===== config.mk =====
export PLATFORM = sky130hd
export DESIGN_NAME = lsu_apb_seq
export DESIGN_NICKNAME = d
export VERILOG_FILES = /design/src/rtl/lsu_apb_seq.sv
export SDC_FILE = /design/constraint.sdc
export NUM_CORES = 1
export LEC_CHECK = 0
export ABC_AREA = 1
export CAP_MARGIN = 20
export CORE_MARGIN = 3
export CORE_UTILIZATION = 48
export CTS_BUF_LIST = sky130_fd_sc_hd__clkbuf_4 sky130_fd_sc_hd__clkbuf_8
export CTS_CLUSTER_SIZE = 14
export DETAILED_ROUTE_END_ITERATION = 12
export GPL_TIMING_DRIVEN = 0
export PLACE_DENSITY_LB_ADDON = 0.12
export SETUP_SLACK_MARGIN = 0.2
export SYNTH_ARGS = -nofsm -noshare
export SYNTH_HDL_FRONTEND = slang
export SYNTH_SLANG_ARGS = --single-unit

===== constraint.sdc =====
create_clock -name clk -period 2.3 [get_ports clk]
set_clock_uncertainty 0.05 [all_clocks]
set_input_delay 0.46 -clock clk [delete_from_list [all_inputs] [get_ports clk]]
set_output_delay 0.46 -clock clk [all_outputs]
set_load 0.02 [all_outputs]

===== src/rtl/lsu_apb_seq.sv =====
// lsu_apb_seq: sequential RV32 load/store unit issuing byte/half/word accesses
// as one or more APB beats of BUS_W bits, with strobes, misalignment and PREADY timeout.
module lsu_apb_seq #(
  parameter int ADDR_W  = 32,
  parameter int BUS_W   = 16,
  parameter int TIMEOUT = 0,
  localparam int IW     = (BUS_W >= 32) ? 1 : $clog2(32 / BUS_W)
) (
  input  logic              clk,
  input  logic              rst_n,
  input  logic              req_valid_i,
  output logic              req_ready_o,
  input  logic              req_write_i,
  input  logic [1:0]        req_size_i,
  input  logic              req_signed_i,
  input  logic [ADDR_W-1:0] req_addr_i,
  input  logic [31:0]       req_wdata_i,
  output logic [ADDR_W-1:0] paddr_o,
  output logic              psel_o,
  output logic              penable_o,
  output logic              pwrite_o,
  output logic [BUS_W-1:0]  pwdata_o,
  output logic [BUS_W/8-1:0] pstrb_o,
  input  logic [BUS_W-1:0]  prdata_i,
  input  logic              pready_i,
  input  logic              pslverr_i,
  output logic              chunk_valid_o,
  output logic [BUS_W-1:0]  chunk_o,
  output logic [IW-1:0]     chunk_idx_o,
  output logic              resp_valid_o,
  output logic              resp_err_o,
  output logic              resp_timeout_o,
  output logic [31:0]       resp_rdata_o
);
  localparam int BW = BUS_W / 8;
  localparam int CW = (TIMEOUT > 0) ? $clog2(TIMEOUT + 1) : 1;

  if (!(BUS_W == 8 || BUS_W == 16 || BUS_W == 32)) begin : g_bad_bus
    $error("lsu_apb_seq: BUS_W must be 8, 16 or 32");
  end

  typedef enum logic [1:0] {IDLE, SETUP, ACCESS, RESP} state_t;

  state_t            state_q, state_d;
  logic              write_q, write_d, signed_q, signed_d, err_q, err_d, to_q, to_d;
  logic [1:0]        size_q, size_d;
  logic [ADDR_W-1:0] addr_q, addr_d;
  logic [31:0]       wdata_q, wdata_d, acc_q, acc_d;
  logic [IW-1:0]     beat_q, beat_d;
  logic [CW-1:0]     cnt_q, cnt_d;

  logic        accept, illegal, narrow, last, psel;
  logic [3:0]  bytes, nbm1, mask;
  logic [1:0]  off;
  logic [31:0] rep, lane;

  function automatic logic [31:0] ext(input logic [1:0] sz, input logic sg, input logic [31:0] v);
    return sz == 2'd0 ? {{24{sg & v[7]}}, v[7:0]} :
           sz == 2'd1 ? {{16{sg & v[15]}}, v[15:0]} : v;
  endfunction

  assign accept  = req_valid_i & req_ready_o;
  assign illegal = (req_size_i == 2'd3) | (req_size_i == 2'd1 & req_addr_i[0]) |
                   (req_size_i == 2'd2 & |req_addr_i[1:0]);
  assign bytes   = 4'd1 << size_q;
  assign narrow  = bytes < 4'(BW);
  assign nbm1    = bytes > 4'(BW) ? bytes / 4'(BW) - 4'd1 : 4'd0;
  assign last    = 4'(beat_q) == nbm1;
  assign off     = addr_q[1:0] & 2'(BW - 1);
  assign mask    = size_q == 2'd0 ? 4'b0001 : size_q == 2'd1 ? 4'b0011 : 4'b1111;
  assign rep     = size_q == 2'd0 ? {4{wdata_q[7:0]}} : size_q == 2'd1 ? {2{wdata_q[15:0]}} : wdata_q;
  assign lane    = 32'(prdata_i) >> {off, 3'b000};
  assign psel    = state_q == SETUP | state_q == ACCESS;

  assign req_ready_o    = state_q == IDLE | state_q == RESP;
  assign psel_o         = psel;
  assign penable_o      = state_q == ACCESS;
  assign pwrite_o       = psel & write_q;
  assign paddr_o        = psel ? (addr_q & ~ADDR_W'(BW - 1)) + ADDR_W'(beat_q) * ADDR_W'(BW) : '0;
  assign pwdata_o       = pwrite_o ? BUS_W'(rep >> (32'(beat_q) * BUS_W)) : '0;
  assign pstrb_o        = pwrite_o ? (narrow ? BW'(mask << off) : '1) : '0;
  assign chunk_valid_o  = state_q == ACCESS & pready_i & ~pslverr_i & ~write_q;
  assign chunk_o        = chunk_valid_o ? (narrow ? BUS_W'(ext(size_q, signed_q, lane)) : prdata_i) : '0;
  assign chunk_idx_o    = chunk_valid_o ? beat_q : '0;
  assign resp_valid_o   = state_q == RESP;
  assign resp_err_o     = resp_valid_o & err_q;
  assign resp_timeout_o = resp_valid_o & to_q;
  assign resp_rdata_o   = resp_valid_o & ~err_q & ~write_q ? ext(size_q, signed_q, acc_q) : '0;

  always_comb begin
    state_d  = state_q;
    write_d  = write_q;
    signed_d = signed_q;
    size_d   = size_q;
    addr_d   = addr_q;
    wdata_d  = wdata_q;
    acc_d    = acc_q;
    beat_d   = beat_q;
    cnt_d    = cnt_q;
    err_d    = err_q;
    to_d     = to_q;
    case (state_q)
      IDLE, RESP: begin
        state_d = accept ? (illegal ? RESP : SETUP) : IDLE;
        if (accept) begin
          write_d  = req_write_i;
          signed_d = req_signed_i;
          size_d   = req_size_i;
          addr_d   = req_addr_i;
          wdata_d  = req_wdata_i;
          acc_d    = '0;
          beat_d   = '0;
          err_d    = illegal;
          to_d     = 1'b0;
        end
      end
      SETUP: begin
        state_d = ACCESS;
        cnt_d   = '0;
      end
      ACCESS: begin
        if (pready_i) begin
          // a slave error abandons the remaining beats
          state_d = (pslverr_i | last) ? RESP : SETUP;
          err_d   = pslverr_i;
          acc_d   = acc_q | (32'(chunk_o) << (32'(beat_q) * BUS_W));
          beat_d  = beat_q + 1'b1;
        end else if (TIMEOUT != 0 && cnt_q + 1'b1 == CW'(TIMEOUT)) begin
          state_d = RESP;
          err_d   = 1'b1;
          to_d    = 1'b1;
        end else begin
          cnt_d = cnt_q + 1'b1;
        end
      end
      default: state_d = IDLE;
    endcase
  end

  always_ff @(posedge clk or negedge rst_n) begin
    if (!rst_n) begin
      state_q  <= IDLE;
      write_q  <= 1'b0;
      signed_q <= 1'b0;
      size_q   <= '0;
      addr_q   <= '0;
      wdata_q  <= '0;
      acc_q    <= '0;
      beat_q   <= '0;
      cnt_q    <= '0;
      err_q    <= 1'b0;
      to_q     <= 1'b0;
    end else begin
      state_q  <= state_d;
      write_q  <= write_d;
      signed_q <= signed_d;
      size_q   <= size_d;
      addr_q   <= addr_d;
      wdata_q  <= wdata_d;
      acc_q    <= acc_d;
      beat_q   <= beat_d;
      cnt_q    <= cnt_d;
      err_q    <= err_d;
      to_q     <= to_d;
    end
  end
endmodule


### Yosys cells after proc, flatten, opt, wreduce, memory -nomap -nowiden

Cells that the tools add are included.

* add/subtract/negate cells: 3
* $lt $le $gt $ge: 2
* equal/unequal tests: 10
* shifts and indexed selects: 5
* multiplexer cells: 30
* bitwise operators: 22
* reduce and logical (&&, ||, !) cells: 7

Operators by type and width (count)
* two-way mux 32 bit: 8
* two-way mux 16 bit: 4
* case mux 32 bit (2 select lines): 1
* adder 32 x 2 -> 32 bit: 1
* bitwise OR 32 bit: 1
* left shift 16 x 5 -> 32 bit: 1
* >> shifter 16 x 4 -> 32 bit: 1
* >> shifter 32 x 5 -> 16 bit: 1
* AND 1 bit: 13
* two-way mux 2 bit: 6
* two-way mux 4 bit: 3
* == test 2 bit, second input constant: 4
* == test 2 x 1 -> 1 bit, second input constant: 3
* case mux 2 bit (3 select lines): 1
* two-way mux 1 bit: 5
* bitwise OR 1 bit: 5
* == test 1 x 4 -> 1 bit: 1
* > comparator 4 x 2 -> 1 bit, second input constant: 1
* logical NOT 2 bit: 2
* less-than comparator 4 x 2 -> 1 bit, second input constant: 1
* case mux 1 bit (2 select lines): 2
* OR reduction 2 bit: 2
* left shift 1 x 2 -> 4 bit, first input constant: 1
* left shift 4 x 1 -> 2 bit: 1
* other kinds (8): 10

* register bits after elaboration: 104
* bits of input ports: 89
* output and inout bits: 107
* word-level logic and storage cells: 88

### Longest topological paths before layout

* word-level depth: 9
* mapped depth: 10
* mapped depth without buffers: 10

### Least setup slack after synthesis

No wires, ideal clock.

* kind: reg-to-output
* from: reg state_q[0]
* to: out pwdata_o[13]
* arrival: 2.048 ns
* data required time: 1.790 ns
* path slack: -0.258 ns
* cell stages (with the launch flop): 7
* path buffers: 1
* cell sequence: dfrtp_1 inv_1 ha_1 nor2_1 clkbuf_1 o221ai_1 nor2_1

* longest elaborated chain between the ends: 4
* elaborated cells on any way between the ends: 5
* those cells by class: eq/ne (2); mux (1); bitwise (2)

Ends and longest elaborated chain
* start, declared: RTL line 44 `state_t state_q, state_d;`
* start signal, assigned: RTL line 154 `state_q <= state_d;`
* == test 2 x 1 -> 1 bit / == test 2 bit (equally long branches)
* bitwise OR 1 bit (*): RTL line 73 `assign psel = state_q == SETUP | state_q == ACCESS;`
* AND 1 bit (*): RTL line 78 `assign pwrite_o = psel & write_q;`
* net pwrite_o: RTL line 21 `output logic pwrite_o,`
* two-way mux 16 bit (*): RTL line 80 `assign pwdata_o = pwrite_o ? BUS_W'(rep >> (32'(beat_q) * BUS_W)) : '0;`
* end, declared: RTL line 22 `output logic [BUS_W-1:0] pwdata_o,`

Mark *: on every way through the listed nets, which the timed path passes. The rest lies on a longest branch.

### Worst setup path in the final report

* from: reg addr_q[2]
* to: out paddr_o[31]

* longest elaborated chain between the ends: 2

Ends and longest elaborated chain
* start, declared: RTL line 47 `logic [ADDR_W-1:0] addr_q, addr_d;`
* start signal, assigned: RTL line 158 `addr_q <= addr_d;`
* adder 32 x 2 -> 32 bit: RTL line 79 `assign paddr_o = psel ? (addr_q & ~ADDR_W'(BW - 1)) + ADDR_W'(beat_q) * ADDR_W'(BW) : '0;`
* two-way mux 32 bit: RTL line 79
* end, declared: RTL line 18 `output logic [ADDR_W-1:0] paddr_o,`

No other way between the ends.

==> impl_summary.log <==
[metrics] total I/O pin count: 196
[metrics] final standard cell area without fillers: 11200 µm²
[metrics] CTS Sinks: 104
[metrics] leading cell types in the layout, fill and taps excluded: 242 x sky130_fd_sc_hd__nand2_1, 123 x sky130_fd_sc_hd__buf_6, 107 x sky130_fd_sc_hd__buf_4, 97 x sky130_fd_sc_hd__dfrtp_1, 87 x sky130_fd_sc_hd__inv_1
[metrics] Worst-path clk slew: 0.12 ns
[metrics] wire length on met3: 3420 µm
[metrics] critical path's most frequent cell: sky130_fd_sc_hd__nor2_4
[metrics] Placement Setup Slack: -0.694 ns
[metrics] #FFs+latches synth: 104
[metrics] internal reg-to-reg setup slack: 0.06 ns
[metrics] pin slew with the least headroom to its limit: 0.993 ns
[metrics] status: finished, violations left
[metrics] count of antenna-violating nets left after detailed routing: 0
[metrics] worst-case reg-to-reg path depth: 10
[metrics] worst slew margin relative to its limit: 33.8%
[metrics] slowest stage cell on the critical path: sky130_fd_sc_hd__dfrtp_1
[metrics] fraction of the yosys area taken by sequential cells: 43.2%
[metrics] Die Y-Extent: 118 µm
[metrics] maximum fanout along the worst path: 4
[metrics] maximum number of pins on one net before global-route repair: 57
[metrics] sort of element at the start of the critical path: flip-flop
[metrics] number of remaining DRC errors: 0
[metrics] number of buffers on the longest clock path: 2
[metrics] worst reg2reg path startpoint: state_q[1]
[metrics] total of buffers placed on input and output ports: 193
[metrics] wire length on met1: 10600 µm
[metrics] Starting DRT DRC Count: 1164
[metrics] area of the die: 13900 µm²
[metrics] final RePlAce weighted congestion: 0.978
[metrics] Hold Worst Slack: 0.0272 ns
[metrics] metal2 WL: 14500 µm
[metrics] Avg WL per Cell: 22.1 µm
[metrics] total gr overflow: 0
[metrics] number of max-cap violations: 0
[metrics] CTS tree: done
[metrics] Area after DPL: 8370 µm²
[metrics] signed area change from the synthesized netlist to the final layout: 85.3%
[metrics] worst ir drop on vdd: 1050 µV
[metrics] most common library cell in the layout ignoring fill and taps: sky130_fd_sc_hd__nand2_1
[metrics] final wirelength: 30900 µm
[metrics] startpoint-to-endpoint class of the critical path: flip-flop to output port
[metrics] critical path, cell by cell: buf_4, ha_4, nand2_4, nor2_4, nand2_4, nor2_4, nand2_1, nand2_1, nand2_2, nor2_4, buf_6
[metrics] Final HPWL DP: 14300 µm
[metrics] Worst Path Required: 1.79 ns
[metrics] clock period minus final worst setup slack: 2.78 ns
[metrics] number of diodes added for antenna fixing: 0
[metrics] Final Hold Viols: 0
[metrics] power per cell area: 1360 nW/µm²
[metrics] final worst-path cycle share: 121%
[metrics] number of nets at the end of the flow: 1317
[metrics] total negative slack: -19.57 ns
[metrics] RSZ-0062 raised after global routing: yes
[metrics] slack of the critical path: -0.484 ns
[metrics] instance count after placement with tap cells included: 1248
[metrics] count of TritonRoute iterations in the first routing pass: 6
[metrics] cell count along the critical path: 11
[metrics] uppermost layer routed: met4
[metrics] initial standard-cell utilization of the core: 49.7%
[metrics] leakage power of the design: 5.19 nW
[metrics] cell class contributing the biggest share of worst-path delay: simple AND/OR/NAND/NOR gates
[metrics] cell row count: 40
[metrics] clock insertion delay at the later pin of the skew report: 0.41 ns
[metrics] routed vias: 8355
[metrics] synthesized cell area: 6020 µm²
[metrics] number of global-route vias before repair: 6807
[metrics] final core occ: 92.1%
[metrics] routed via count divided by cell count: 5.98
[metrics] fraction of layout cells with a size suffix above 1: 43.2%
[metrics] Max Slew Vio Count: 0
[metrics] final setup violation count: 84
[metrics] Final Instance Count excl. Fillers: 1396
[metrics] endpoint type of the worst setup path: output port
[metrics] area of the core: 12100 µm²
[metrics] count of different cell masters after synthesis: 28
[metrics] Avg Synthesized Cell Area: 6.80 µm²
[metrics] total CTS buffers: 9
[metrics] global-route wire length before repair: 34600 µm
[metrics] # H-tree levels: 3
[metrics] violated checks: setup timing
[metrics] die outline width: 118 µm
[metrics] number of filler cells placed in the layout: 456
[metrics] arrival time of the worst setup path: 2.27 ns
[metrics] delay of the slowest cell on the worst path: 0.44 ns
[metrics] Hold/Removal Path Class: input pin to asynchronous set/reset pin
[metrics] clock root buffer master: sky130_fd_sc_hd__clkbuf_8
[metrics] capturing point of the worst reg2reg path: acc_q[14]
[metrics] Max Clock Freq: 359 MHz
[metrics] number of antenna violations at the first check in global routing: 0
[metrics] number of cells produced by synthesis: 885
[metrics] final total power: 15.2 mW
[metrics] Buf/Inv on CP: 2
[metrics] Synthesis Warnings: 0
[metrics] total routing resource utilization after global routing: 31.2%
## kinds of logic after synthesis
| group | share of synthesized area, % |
|---|---|
| AND/OR/NAND/NOR | 34.0 |
| adder cells (fa/ha/maj) | 1.04 |
| flip-flops | 43.2 |
| buffers and inverters | 10.0 |
| XOR/XNOR | 0.582 |
| AO/OA/AOI/OAI | 11.1 |
| other | 0.0623 |
## registers in the layout (all words and copies together) (netlist names)
signal    count
acc_q        32
addr_q       32
wdata_q      32
size_q        2
state_q       2
beat_q        1
err_q         1
signed_q      1
write_q       1
## metal layers
| metal | track usage [%] | vias up |
|---|---|---|
| met4 | 11.2 | 0 |
| met2 | 51.6 | 781 |
| met5 | 0 | - |
| li1 | - | 3415 |
| met3 | 5.86 | 221 |
| met1 | 40.9 | 3938 |
## cell usage after synthesis (all sizes together)
master  count  area (µm²)
o221ai      4        35.0
o21ai      50         250
nor2      150         626
xnor2       4        35.0
dfrtp     104        2600
nand2     287        1090
o211ai      1        7.51
nand3      50         250
inv       111         417
nor3       14        70.1
a211oi      1        7.51
conb        1        3.75
clkbuf     17        63.8
o21bai      1        7.51
buf        18         124
o22ai       1        6.26
nand4       1        6.26
a21oi      65         352
ha          5        62.6
## worst reg2reg max path, cell delays in order (launching register included)
cell,delay (ns)
sky130_fd_sc_hd__dfrtp_2,0.46
sky130_fd_sc_hd__ha_4,0.30
sky130_fd_sc_hd__buf_4,0.13
sky130_fd_sc_hd__buf_4,0.15
sky130_fd_sc_hd__nand2_8,0.12
sky130_fd_sc_hd__nand2_2,0.12
sky130_fd_sc_hd__nand2_4,0.08
sky130_fd_sc_hd__nor2_4,0.22
sky130_fd_sc_hd__buf_6,0.18
sky130_fd_sc_hd__nand3_1,0.13
sky130_fd_sc_hd__a21oi_1,0.20
## cell type report
class                      instances  area (µm²)  share of cell area [%]
buffer                            35         327                    2.93
multi-input combinational        636        4030                    36.1
sequential                       104        2610                    23.4
tap                              168         210                    1.88
clock inverter                     6         115                    1.03
clock buffer                      10         138                    1.23
inverter                         111         467                    4.18
timing repair buffer             326        3260                    29.2
## timing repair
| action | CTS | global route |
|---|---|---|
| setup buffers | 67 | 60 |
| cloned | 0 | 5 |
| hold buffers | 0 | 0 |
| endpoints found under the setup margin | 154 | 181 |
| gates resized for setup | 737 | 265 |
| pin swaps | 32 | 57 |
## power breakdown
part,internal [mW],switching (mW)
registers,2.52,0.739
logic,4.34,6.09
clock network,0.762,0.746
## how the worst max path moves through the flow
stage	startpoint	to	slack, ns
after floorplan	state_q[0]	chunk_o[10]	0.06
after global placement	rst_n	beat_q	-3.66
after detailed placement	pslverr_i	chunk_o[15]	-0.69
after CTS	beat_q	paddr_o[27]	-0.27
after global routing	beat_q	paddr_o[27]	-0.49
final	addr_q[2]	paddr_o[31]	-0.48
Note: power is estimated with default switching activity, not from simulation.
